[config.mk]
export PLATFORM = sky130hd
export DESIGN_NAME = sar_search
export DESIGN_NICKNAME = d
export VERILOG_FILES = /design/src/rtl/sar_search_pkg.sv /design/src/rtl/sar_bit_slice.sv /design/src/rtl/sar_search.sv
export SDC_FILE = /design/constraint.sdc
export NUM_CORES = 1
export LEC_CHECK = 0
export CORE_MARGIN = 5
export CORE_UTILIZATION = 40
export CTS_CLUSTER_SIZE = 25
export DETAILED_ROUTE_END_ITERATION = 8
export RECOVER_POWER = 100
export SYNTH_ARGS = -nofsm -noshare
export SYNTH_HDL_FRONTEND = slang
export SYNTH_SLANG_ARGS = --single-unit
[constraint.sdc]
create_clock -name CLK -period 1.3 [get_ports CLK]
set_input_delay 0.26 -clock CLK [delete_from_list [all_inputs] [get_ports CLK]]
set_output_delay 0.26 -clock CLK [all_outputs]
set_load 0.05 [all_outputs]
[src/rtl/sar_search_pkg.sv]
// Shared definitions for the successive-approximation search controller:
// state encoding and the legal probe width range.
package sar_search_pkg;

  localparam logic [1:0] ST_IDLE = 2'd0;
  localparam logic [1:0] ST_TEST = 2'd1;
  localparam logic [1:0] ST_DONE = 2'd2;

  localparam int unsigned WIDTH_MIN = 2;
  localparam int unsigned WIDTH_MAX = 16;

  function automatic bit width_ok(input int unsigned w);
    return (w >= WIDTH_MIN) && (w <= WIDTH_MAX);
  endfunction

endpackage

[src/rtl/sar_bit_slice.sv]
// One bit of the search datapath: next acc/mask/probe for a single bit
// position. The mask shifts down by taking the neighbouring upper slice's bit.
module sar_bit_slice #(
  parameter bit IS_MSB = 1'b0
) (
  input  logic load,
  input  logic shift,
  input  logic last,
  input  logic le,
  input  logic acc_q,
  input  logic mask_q,
  input  logic mask_up,
  input  logic probe_q,
  output logic acc_d,
  output logic mask_d,
  output logic probe_d
);

  always_comb begin
    acc_d   = acc_q;
    mask_d  = mask_q;
    probe_d = 1'b0;
    if (load) begin
      acc_d   = 1'b0;
      mask_d  = IS_MSB;
      probe_d = IS_MSB;
    end else if (shift) begin
      if (le) begin
        acc_d = probe_q;
      end
      mask_d = mask_up;
      // After the last trial the probe returns to zero for DONE.
      probe_d = last ? 1'b0 : (acc_d | mask_up);
    end
  end

endmodule

[src/rtl/sar_search.sv]
// Successive-approximation search controller: drives PROBE MSB first to an
// external unsigned <= comparator and converges on the largest probe <= target.
module sar_search
  import sar_search_pkg::*;
#(
  parameter int WIDTH = 8
) (
  input  logic             CLK,
  input  logic             RESET,
  input  logic             CE,
  input  logic             START,
  output logic [WIDTH-1:0] PROBE,
  input  logic             LE,
  output logic             BUSY,
  output logic             DONE,
  output logic [WIDTH-1:0] RESULT,
  output logic [1:0]       DBG_STATE
);

  if (!width_ok(WIDTH)) begin : g_bad_width
    $error("sar_search: WIDTH out of range");
  end

  // Handshake: START is accepted on an enabled edge in IDLE or DONE only;
  // DONE is a one-enabled-cycle pulse and RESULT holds until the next DONE.

  logic [1:0]       state_q, state_d;
  logic [WIDTH-1:0] acc_q, acc_d;
  logic [WIDTH-1:0] mask_q, mask_d;
  logic [WIDTH-1:0] probe_q, probe_d;
  logic [WIDTH-1:0] result_q, result_d;

  logic             load;
  logic             shift;
  logic [WIDTH-1:0] slice_acc;
  logic [WIDTH-1:0] slice_mask;
  logic [WIDTH-1:0] slice_probe;

  always_comb begin
    load  = START && (state_q != ST_TEST);
    shift = (state_q == ST_TEST);
  end

  for (genvar i = 0; i < WIDTH; i++) begin : g_slice
    logic mask_up;
    if (i == WIDTH - 1) begin : g_top
      assign mask_up = 1'b0;
    end else begin : g_mid
      assign mask_up = mask_q[i+1];
    end

    sar_bit_slice #(
      .IS_MSB (i == WIDTH - 1)
    ) u_slice (
      .load    (load),
      .shift   (shift),
      .last    (mask_q[0]),
      .le      (LE),
      .acc_q   (acc_q[i]),
      .mask_q  (mask_q[i]),
      .mask_up (mask_up),
      .probe_q (probe_q[i]),
      .acc_d   (slice_acc[i]),
      .mask_d  (slice_mask[i]),
      .probe_d (slice_probe[i])
    );
  end

  always_comb begin
    state_d  = state_q;
    acc_d    = acc_q;
    mask_d   = mask_q;
    probe_d  = probe_q;
    result_d = result_q;
    if (CE) begin
      case (state_q)
        ST_IDLE: begin
          probe_d = '0;
          if (START) begin
            state_d = ST_TEST;
            acc_d   = slice_acc;
            mask_d  = slice_mask;
            probe_d = slice_probe;
          end
        end
        ST_TEST: begin
          acc_d   = slice_acc;
          mask_d  = slice_mask;
          probe_d = slice_probe;
          if (mask_q[0]) begin
            result_d = slice_acc;
            state_d  = ST_DONE;
          end
        end
        ST_DONE: begin
          probe_d = '0;
          if (START) begin
            state_d = ST_TEST;
            acc_d   = slice_acc;
            mask_d  = slice_mask;
            probe_d = slice_probe;
          end else begin
            state_d = ST_IDLE;
          end
        end
        default: begin
          state_d = ST_IDLE;
          probe_d = '0;
        end
      endcase
    end
  end

  always_ff @(posedge CLK) begin
    if (RESET) begin
      state_q  <= ST_IDLE;
      acc_q    <= '0;
      mask_q   <= '0;
      probe_q  <= '0;
      result_q <= '0;
    end else begin
      state_q  <= state_d;
      acc_q    <= acc_d;
      mask_q   <= mask_d;
      probe_q  <= probe_d;
      result_q <= result_d;
    end
  end

  assign PROBE     = probe_q;
  assign BUSY      = (state_q == ST_TEST);
  assign DONE      = (state_q == ST_DONE);
  assign RESULT    = result_q;
  assign DBG_STATE = state_q;

endmodule

# Yosys cells after proc, flatten, opt, wreduce, memory -nomap -nowiden
# Index checks and enable logic that the tools add are counted.
[classes] eq_ne=6 n_mux=88 bitwise=7 n_reduce_logical=7
[ops] op="$mux 1" n=79
[ops] op="$pmux 8 s2" n=3
[ops] op="$mux 8" n=3
[ops] op="$reduce_and 3->1" n=3
[ops] op="$or 1x1->1" n=7
[ops] op="$ne 2x1->1 const B" n=3
[ops] op="$pmux 2 s3" n=1
[ops] op="$mux 2" n=2
[ops] op="$eq 2x1->1 const B" n=1
[ops] op="$eq 2x2->1 const B" n=1
[ops] op="$logic_not 2->1" n=1
[ops] op="$ne 2x2->1 const B" n=1
[ops] op="$reduce_bool 2->1" n=1
[ops] op="$reduce_or 2->1" n=1
[ops] op="$logic_and 1x1->1" n=1
[word_totals] register_bits=34 in_bits=5 wordCells=113

# Depth between registers and ports, before layout
# Gate-level depths: netlist of run 1.
[depth] word_depth=9 depth_mapped=7

# Modules after synthesis
# A second synthesis of run 1 with hierarchy kept.
[hier_totals] hier_cells=220 area_unflattened_um2=1918.1
[by_module_without_submodules] mod="sar_search" n_inst=1 cells_each=155 area_each_um2=1442.6
[by_module_without_submodules] mod="sar_bit_slice (g_slice[0].u_slice ...)" n_inst=7 cells_each=8 area_each_um2=58.8
[by_module_without_submodules] mod="sar_bit_slice (g_slice[7].u_slice)" n_inst=1 cells_each=9 area_each_um2=63.8

# Worst setup path before layout of run 1
# Ideal clock, no wire load.
[synth_path] path_kind="register to register" start="register state_q[0] (netlist: DBG_STATE[0])" end="register result_q[4] (netlist: RESULT[4])" setup_ps=88 arrival_ps=1701 t_required_ps=1212 slack_ps=-489 path_stages_with_launch=7 period_less_slack_ps=1789 path_cell_list="dfxtp_1 -> nand2b_1 -> buf_4 -> inv_2 -> buf_2 -> nand2_1 -> a311oi_2"
[synth_between] elab_chain_len=3 elab_cells_between_ends=6 classes_between="eq/ne (2); mux (2); reduce/logical (2)"
[synth_rtl] element="start: declaration" line="sar_search.sv:27" text="logic [1:0] state_q, state_d;"
[synth_rtl] element="start signal: assignment" line="sar_search.sv:122" text="state_q <= state_d;"
[synth_rtl] element="$eq 2x1->1 (*)"
[synth_rtl] element="named net BUSY" line="sar_search.sv:14" text="output logic BUSY,"
[synth_rtl] element="$mux 1" line="sar_bit_slice.sv:27" text="end else if (shift) begin"
[synth_rtl] element="$mux 1" line="sar_bit_slice.sv:23" text="if (load) begin"
[synth_rtl] element="end signal: assignment" line="sar_search.sv:126" text="result_q <= result_d;"
[synth_rtl] element="end: declaration" line="sar_search.sv:31" text="logic [WIDTH-1:0] result_q, result_d;"
# Mark *: on every way through the listed nets, which the timed path passes. The rest lies on a longest branch.
# A chain may end at the register's enable or synchronous reset.

# Worst setup path in the final report of run 1
[layout_path] start="register state_q[1] (netlist: DBG_STATE[1])" end="output BUSY"
[layout_between] elab_chain_len=1
[layout_rtl] element="$eq 2x1->1" line="sar_search.sv:131" text="assign BUSY = (state_q == ST_TEST);"
[layout_rtl] element="end: declaration" line="sar_search.sv:14"
# No other way between the ends.

==> results of run 1 <==
==> power by group through the flow <==
| stage | registers [mW] | clock network [mW] | logic (mW) |
|---|---|---|---|
| 6_report | 1.06 | 0.934 | 0.267 |
| 5_1_grt | 1.06 | 1.01 | 0.283 |
| 4_1_cts | 1.06 | 0.952 | 0.265 |
| 3_5_place_dp | 1.09 | 0 | 0.216 |
| 3_3_place_gp | 1.09 | 0 | 0.211 |
| 2_1_floorplan | 1.09 | 0 | 0.132 |
==> critical path: cells and delay by family, from the launching register on <==
family | cells | cell delay (ps)
buffers and inverters | 3 | 300
flip-flops | 1 | 350
AND/OR/NAND/NOR | 1 | 160
==> worst paths after layout <==
| path | slack [ps] | from | end | depth (start not counted) |
|---|---|---|---|---|
| worst max-delay path | -50 | DBG_STATE[1]$_SDFFE_PP0P_ | BUSY | 4 |
| worst min register to register | 490 | PROBE[0]$_SDFFE_PP0P_ | PROBE[0]$_SDFFE_PP0P_ | 2 |
| worst max register to register | 10 | DBG_STATE[0]$_SDFFE_PP0P_ | mask_q[6]$_SDFFE_PP0P_ | 6 |
| worst min-delay path | 490 | PROBE[0]$_SDFFE_PP0P_ | PROBE[0]$_SDFFE_PP0P_ | 2 |
==> stage by stage <==
| step | cell area, µm² | total power, mW | setup slack [ps] | TNS (ps) | util, % |
|---|---|---|---|---|---|
| CTS | 2280 | 2.28 | -56.7 | -148 | 61.9 |
| global placement | 2040 | 1.30 | -331 | -9050 | 55.3 |
| detailed placement | 2040 | 1.30 | -388 | -10120 | 55.3 |
| global route | 2090 | 2.36 | -89.3 | -894 | 56.5 |
| finish | 2090 | 2.26 | -46.4 | -75.3 | 56.5 |
| floorplan | 1580 | 1.22 | -166 | -1380 | - |
==> cells by family (layout without fill, tap and decap cells) <==
family / count (synthesis) / count (layout) / synth area share, %
muxes: 8 / 8 / 5.75
and+or+nand+nor: 61 / 62 / 18.6
buffers and inverters: 24 / 59 / 9.88
AOI/OAI and AO/OA: 46 / 46 / 21.7
DFF: 34 / 34 / 44.0
==> synth_stat cells <==
| cell type | number |
|---|---|
| dfxtp_1 | 34 |
| a21oi_1 | 11 |
| or2b_1 | 1 |
| nand2_1 | 10 |
| buf_6 | 3 |
| and2b_1 | 1 |
| and3_1 | 1 |
| buf_4 | 10 |
| nor3_1 | 2 |
| nand2b_1 | 10 |
| nor2_1 | 25 |
| a311oi_2 | 3 |
| clkbuf_1 | 6 |
| and2_1 | 1 |
| mux2_2 | 7 |
| o21ai_2 | 1 |
| a211oi_1 | 1 |
| a32oi_1 | 7 |
| inv_2 | 1 |
| buf_2 | 2 |
| inv_1 | 2 |
| a311oi_1 | 6 |
| o21ai_0 | 9 |
| nor2b_1 | 2 |
| a22oi_1 | 8 |
| and3b_1 | 1 |
| nand3_1 | 7 |
| mux2i_1 | 1 |
==> final cells by class <==
type,instances,area [µm²]
fillers,350,1600
repair buffers,48,443
inverters,3,16.3
multi-input cells,116,772
clock inverters,1,30.0
clock buffers,7,76.3
flip-flops and latches,34,688
well taps,48,60.1
==> layer usage <==
metal	routed length, µm	vias up	global-route usage [%]
met5	0	-	0
met4	25	0	4.38
met3	186	4	3.60
met2	1880	39	26.5
met1	1770	647	19.8
li1	-	681	-
==> sequential cells by signal, indices dropped and copies added (netlist names) <==
signal     count
mask_q         8
DBG_STATE      2
RESULT         8
PROBE          8
acc_q          8
==> what timing repair did <==
item / 4_1_cts / 5_1_grt
resized for setup: 14 / 12
endpoints found under the hold margin: 0 / 0
setup buffers: 9 / 1
setup endpoints to repair: 28 / 34
pin swaps: 2 / 3
cloned: 2 / 0
==> run metrics, run 1 <==
number of routed nets with antenna violations 0; I/O pins 25; register bit total from synthesis 34; pwr/cell area between 1000 and 1500 mW/mm²; worst clock skew between 3 and 4 ps; vias in the first global route about 1300; Required @ worst endpoint approximately 1000 ps; CP endpoint kind output pin; Period minus WS final roughly 1300 ps; Final Instance Count excl. Fillers between 200 and 300; gr usage total between 15 and 20%; fin. max-slew vios 0; Rows 22; gp weighted congestion a little under 0.8; final setup margin -46.4 ps; synthesized cell area 0.00155 mm²; Buffers on Ports 24; first-pass GRT wire length between 6 and 7 mm; syn nets 178; Post-Synthesis Cells approximately 170; internal power ~1.7 mW; Clk pwr share 41.3%; share of cells above drive strength 1 35.4%; starting density of the core about two fifths; fmax about 0.74 GHz; Final Hold Fails 0; run status finished, violations left; Psw between 0.5 and 0.6 mW; crit path kind flip-flop to output pin; Vias ~1400; Die Y slightly above 70 µm; clock slew at reported path FFs around 60 ps; slowest stage cell, crit path dfxtp_4; GRT overflow 0; Worst path most repeated cell buf_12; top cells by area, synth dfxtp_1 (44%), nor2_1 (6.1%), mux2_2 (5.1%); Max clock buf depth 2; commonest non-fill, non-tap cell in the layout dfxtp_1; Flop pwr share 47.0%; Worst-Margin Slew roughly 300 ps; Avg Cell Area, Syn just under 9 µm²; Root Buffer clkbuf_8; Peak supply drop 0.000721 V; Area Growth Syn to Fin 35.0%; period utilization 104%; H-tree Lvls 2; P_leak 0.801 nW; sequential-to-total area share from yosys stat 44.0%; largest net degree at the start of global routing 35; count of cell types in the netlist 28; worst skew pair latency 280 ps; die area around 0.0052 mm²; total CTS buffers 5; placed cells roughly 240; Nets 213; Hold-fix buffers, CTS 0; # DRC 0; WL final between 3 and 4 mm; Setup-failing EPs final 4; Clock Sinks 34; Worst Hold Class flip-flop to flip-flop; RSZ-0062 raised after global routing yes; yosys warns 0; hold_ws ~490 ps; Max-slew headroom 80.2%; Switching Fraction a little under a quarter; most frequent cells in the layout dfxtp_1 (32), nor2_1 (25), clkbuf_2 (17); post-DP HPWL 2.51 mm; TritonRoute pass-1 iters 4; max_cap viols 0; WL/cell 15.0 µm; antenna diode count 0; initial antenna violation count 0; crit start category flip-flop; Core Region 0.00369 mm²; crit-path cells nand2b_4, inv_6, buf_12, buf_12; crit-path max cell delay around 350 ps; DIE WIDTH 72.2 µm; mean number of vias per cell roughly 5.3; first-iteration detailed-routing DRC count approximately 130; Comb pwr share approximately an eighth; CTS tree done; CP max FO 5; failing checks negative setup slack; top-area cell type share of the netlist area 44.0%; Worst EP arrival 1090 ps; largest area contributor in the netlist dfxtp_1
(Power assumes the default switching activity.)
==> inputs of run 2 (changes only) <==
- CORE_MARGIN: 5 -> 2
==> run metrics, run 2 (synthesis gave the netlist of run 1 again) <==
run status finished, violations left (unchanged); failing checks negative setup slack (unchanged); P_leak 0.834 nW (was 0.801 nW); Clk pwr share 40.0% (was 41.3%); period utilization 103% (was 104%); critical path buffer and inverter count 3 (unchanged); CTS tree done (unchanged); Worst path most repeated cell buf_12 (unchanged); die area 0.00438 mm² (was 0.00521 mm²); total CTS buffers 5 (unchanged); I/O pins 25 (unchanged); slowest stage cell, crit path dfxtp_4 (unchanged); H-tree Lvls 2 (unchanged); Required @ worst endpoint 1040 ps (about the same); gr usage total 18.5% (was 15.6%); Nets 209 (was 213); Worst-Margin Slew 302 ps (was 298 ps); WL final 3.94 mm (was 3.86 mm); Worst EP arrival 1080 ps (was 1090 ps); pre-CTS setup slack -382 ps (was -388 ps); post-DP HPWL 2.40 mm (was 2.51 mm); crit start category flip-flop (unchanged); first-pass GRT wire length 6.24 mm (was 6.49 mm); pwr/cell area 965 mW/mm² (was 1090 mW/mm²); commonest non-fill, non-tap cell in the layout dfxtp_1 (unchanged); mean number of vias per cell 5.46 (was 5.33); post-route cell area 0.00231 mm² (was 0.00209 mm²); GRT overflow 0 (unchanged); CP delay by family, top flip-flops (unchanged); Setup-failing EPs final 3 (was 4); CP endpoint kind output pin (unchanged); Rows 22 (unchanged); worst skew pair latency 280 ps (about the same); Area Growth Syn to Fin 49.6% (was 35.0%); # DRC 0 (unchanged); Placed Area 0.00203 mm² (was 0.00204 mm²); most frequent cells in the layout dfxtp_1 (32), nor2_1 (25), buf_12 (23) (was dfxtp_1 (32), nor2_1 (25), clkbuf_2 (17)); Worst Hold Class flip-flop to flip-flop (unchanged); Final Hold Fails 0 (unchanged); crit path kind flip-flop to output pin (unchanged); Buffers on Ports 24 (unchanged); max_cap viols 0 (unchanged); largest net degree at the start of global routing 35 (unchanged); vias in the first global route 1365 (was 1330); Core Region 0.00369 mm² (unchanged); Root Buffer clkbuf_8 (unchanged); antenna diode count 0 (unchanged); internal power 1.71 mW (was 1.74 mW); TritonRoute pass-1 iters 4 (unchanged); Peak supply drop 0.000650 V (was 0.000721 V); worst clock skew 3.25 ps (was 3.59 ps); Comb pwr share 12.3% (was 11.8%); WL/cell 15.6 µm (was 15.0 µm); fin. max-slew vios 0 (unchanged); initial antenna violation count 0 (unchanged); Switching Fraction 23.4% (was 22.9%); share of cells above drive strength 1 37.7% (was 35.4%); Psw 0.521 mW (was 0.519 mW); total power 2.23 mW (was 2.26 mW); starting density of the core 41.9% (unchanged); Clock Sinks 34 (unchanged); crit-path max cell delay 360 ps (was 350 ps); Period minus WS final 1340 ps (was 1350 ps); CP max FO 5 (unchanged); gp weighted congestion 0.770 (was 0.774); Max-slew headroom 79.9% (was 80.2%); Final Core Density 62.7% (was 56.5%); crit-path cells nand2b_4, inv_6, buf_12, buf_12 (unchanged); Vias 1375 (was 1371); Max clock buf depth 2 (unchanged); final setup margin -42.9 ps (was -46.4 ps); RSZ-0062 raised after global routing yes (unchanged); Die Y 66.2 µm (was 72.2 µm); number of routed nets with antenna violations 0 (unchanged); first-iteration detailed-routing DRC count 78 (was 129); clock slew at reported path FFs 70 ps (was 60 ps); DIE WIDTH 66.2 µm (was 72.2 µm); fillers 315 (was 350); Flop pwr share 47.8% (was 47.0%); fmax 0.745 GHz (was 0.743 GHz); hold_ws 517 ps (was 485 ps)
## run 2: changes by cell type in the layout (fill, tap and decap cells not counted), sizes merged
cell and delta:
bufinv -1, clkbuf -17, dlymetal6s2s -1, buf +13
dlygate4sd2 +1
## run 2: metrics by stage
stage	cells	TNS [ps]
floorplan	173	-1380
global placement	236	-9340
detailed placement	236	-10040
CTS	249	-70.8
global route	252	-425
finish	252	-93.1
## run 2: final timing paths
kind | cells past startpoint | startpoint | endpoint | slack (ps)
min reg2reg | 2 | acc_q[0]$_SDFFE_PP0P_ | RESULT[0]$_SDFFE_PP0P_ | 520
min | 2 | acc_q[0]$_SDFFE_PP0P_ | RESULT[0]$_SDFFE_PP0P_ | 520
max | 4 | DBG_STATE[1]$_SDFFE_PP0P_ | BUSY | -40
max reg2reg | 7 | DBG_STATE[1]$_SDFFE_PP0P_ | acc_q[7]$_SDFFE_PP0P_ | -30
## run 2: area by class of cell
cell class / instances / area [µm²] / area share (%)
clock buffer: 7 / 108 / 4.65
inverter: 3 / 16.3 / 0.703
multi-input combinational: 116 / 806 / 34.8
sequential: 34 / 688 / 29.8
tap: 48 / 60.1 / 2.60
timing repair buffer: 44 / 634 / 27.4
## run 2: repair_timing
action,in CTS,in global routing
hold buffers,0,0
pin swaps,4,5
setup endpoints to repair,31,17
resized for setup,13,12
cloned,2,0
endpoints found under the hold margin,0,0
buffers inserted,4,3
## run 2: power groups by stage
stage / Clock [mW] / Combinational [mW] / Sequential (mW)
detailed placement: 0 / 0.215 / 1.09
finish: 0.892 / 0.273 / 1.07
global route: 0.960 / 0.286 / 1.07
floorplan: 0 / 0.132 / 1.09
global placement: 0 / 0.212 / 1.09
CTS: 0.916 / 0.238 / 1.07
## run 2: worst reg2reg max path, cell delays in order, from the launching register on
cell and delay (ps):
dfxtp_4 350, nand2b_4 160, inv_6 70, buf_4 110, o21ai_4 60, buf_12 160, a311oi_2 230, a211oi_1 70
## run 2: routing by layer
metal | vias to the layer above | wire length (µm) | track usage, %
met2 | 37 | 1970 | 30.6
li1 | 668 | - | -
met1 | 661 | 1740 | 22.8
met4 | 0 | 76 | 8.16
met3 | 9 | 156 | 4.09
met5 | - | 0 | 0
==> inputs of run 3 (changes only) <==
- PLACE_DENSITY: unset -> 0.67
==> run metrics, run 3 (synthesis gave the netlist of run 1 again) <==
first-pass GRT wire length 5.91 mm (was 6.24 mm); crit-path cells nand2b_4, inv_6, buf_8, buf_12 (was nand2b_4, inv_6, buf_12, buf_12); Core Region 0.00369 mm² (unchanged); number of routed nets with antenna violations 0 (unchanged); Max-slew headroom 78.6% (was 79.9%); final setup margin -34.5 ps (was -42.9 ps); Rows 22 (unchanged); Buffers on Ports 24 (unchanged); # DRC 0 (unchanged); antenna diode count 0 (unchanged); RSZ-0062 raised after global routing yes (unchanged); mean number of vias per cell 5.57 (was 5.46); most frequent cells in the layout dfxtp_1 (32), nor2_1 (25), clkbuf_2 (14) (was dfxtp_1 (32), nor2_1 (25), buf_12 (23)); fin. max-slew vios 0 (unchanged); largest net degree at the start of global routing 35 (unchanged); Die Y 66.2 µm (unchanged); Final Core Density 55.4% (was 62.7%); Worst-Margin Slew 321 ps (was 302 ps); Required @ worst endpoint 1040 ps (about the same); Final Hold Fails 0 (unchanged); hold_ws 484 ps (was 517 ps); pwr/cell area 1100 mW/mm² (was 965 mW/mm²); Root Buffer clkbuf_8 (unchanged); gr usage total 17.7% (was 18.5%); post-DP HPWL 2.37 mm (was 2.40 mm); WL final 3.73 mm (was 3.94 mm); failing checks negative setup slack (unchanged); DIE WIDTH 66.2 µm (unchanged); Peak supply drop 0.000688 V (was 0.000650 V); WL/cell 14.9 µm (was 15.6 µm); pre-CTS setup slack -386 ps (was -382 ps); starting density of the core 41.9% (unchanged); Max clock buf depth 2 (unchanged); commonest non-fill, non-tap cell in the layout dfxtp_1 (unchanged); Worst EP arrival 1070 ps (was 1080 ps); RR Startpoint DBG_STATE[0]$_SDFFE_PP0P_ (was DBG_STATE[1]$_SDFFE_PP0P_); P_leak 0.766 nW (was 0.834 nW); run status finished, violations left (unchanged); Vias 1392 (was 1375); placed cells 235 (was 236); CP max FO 5 (unchanged); Critical Path Start DBG_STATE[1]$_SDFFE_PP0P_ (unchanged); CTS tree done (unchanged); CP endpoint kind output pin (unchanged); Worst R2R Path Depth 4 (was 7); crit start category flip-flop (unchanged); share of cells above drive strength 1 33.2% (was 37.7%); Area Growth Syn to Fin 32.1% (was 49.6%); initial antenna violation count 0 (unchanged); worst skew pair latency 280 ps (about the same); Clock Sinks 34 (unchanged); clock slew at reported path FFs 70 ps (about the same); crit-path max cell delay 350 ps (was 360 ps); fmax 0.749 GHz (was 0.745 GHz); worst clock skew 5.15 ps (was 3.25 ps); reg2reg end RESULT[1]$_SDFFE_PP0P_ (was acc_q[7]$_SDFFE_PP0P_); I/O pins 25 (unchanged); Multi-input gate area 768 µm² (was 806 µm²); Worst Hold End PROBE[2]$_SDFFE_PP0P_ (was RESULT[0]$_SDFFE_PP0P_); total CTS buffers 5 (unchanged); crit path kind flip-flop to output pin (unchanged); Seq. cell area 688 µm² (unchanged); hold path start PROBE[2]$_SDFFE_PP0P_ (was acc_q[0]$_SDFFE_PP0P_); GRT overflow 0 (unchanged); Worst Hold Class flip-flop to flip-flop (unchanged); Nets 206 (was 209); Setup-failing EPs final 2 (was 3); vias in the first global route 1262 (was 1365); TritonRoute pass-1 iters 4 (unchanged); die area 0.00438 mm² (unchanged); Final Instance Count excl. Fillers 250 (was 252); Period minus WS final 1330 ps (was 1340 ps); first-iteration detailed-routing DRC count 68 (was 78); H-tree Lvls 2 (unchanged); gp weighted congestion 0.823 (was 0.770); fillers 335 (was 315); slowest stage cell, crit path dfxtp_4 (unchanged); worst reg2reg setup slack 30 ps (was -30 ps); period utilization 103% (about the same); max_cap viols 0 (unchanged); Hold Crit Depth 2 (unchanged)
-- run 3: critical path, delay by kind of cell (launching register included) --
kind | cells | cell delay, ps
and+or+nand+nor | 1 | 160
DFF | 1 | 350
buffers and inverters | 3 | 290
-- run 3: what timing repair did --
action                                  in CTS  in global routing
pin swaps                                    4                  4
hold buffers                                 0                  0
endpoints found under the setup margin      31                 19
setup buffers                                2                  3
cloned                                       2                  0
gates resized for setup                     13                  5
-- run 3: layout make-up --
type / instances / area share [%]
Sequential cell: 34 / 33.7
Multi-Input combinational cell: 116 / 37.6
Inverter: 3 / 0.797
Clock buffer: 7 / 3.74
Timing Repair Buffer: 41 / 19.7
Clock inverter: 1 / 1.47
Tap cell: 48 / 2.94
-- run 3: per-stage QoR --
step | instance area (µm²) | TNS (ps) | total power [mW]
2_1_floorplan | 1580 | -1380 | 1.22
3_3_place_gp | 2020 | -9160 | 1.29
3_5_place_dp | 2020 | -10130 | 1.30
4_1_cts | 2200 | -81.8 | 2.24
5_1_grt | 2040 | -402 | 2.34
6_report | 2040 | -39.5 | 2.24
-- run 3: worst max path at each step --
stage,to,slack [ps],depth (start not counted)
after floorplan,RESULT[5]$_SDFFE_PP0P_,-170,6
after global routing,BUSY,-80,4
final,BUSY,-30,4
after CTS,BUSY,-60,4
after global placement,PROBE[3]$_SDFFE_PP0P_,-330,5
after detailed placement,acc_q[1]$_SDFFE_PP0P_,-390,5
-- run 3: power breakdown --
group          internal, mW  switching, mW
clock                 0.573          0.354
combinational         0.114          0.138
sequential             1.05         0.0160
total                  1.74          0.507
-- run 3: routing by layer --
layer / global-route usage (%) / vias to the layer above / share of wire [%]
li1: - / 665 / -
met1: 22.1 / 652 / 42
met2: 28.4 / 68 / 49
met3: 5.11 / 7 / 7.1
met4: 7.65 / 0 / 1.9
met5: 0 / - / 0
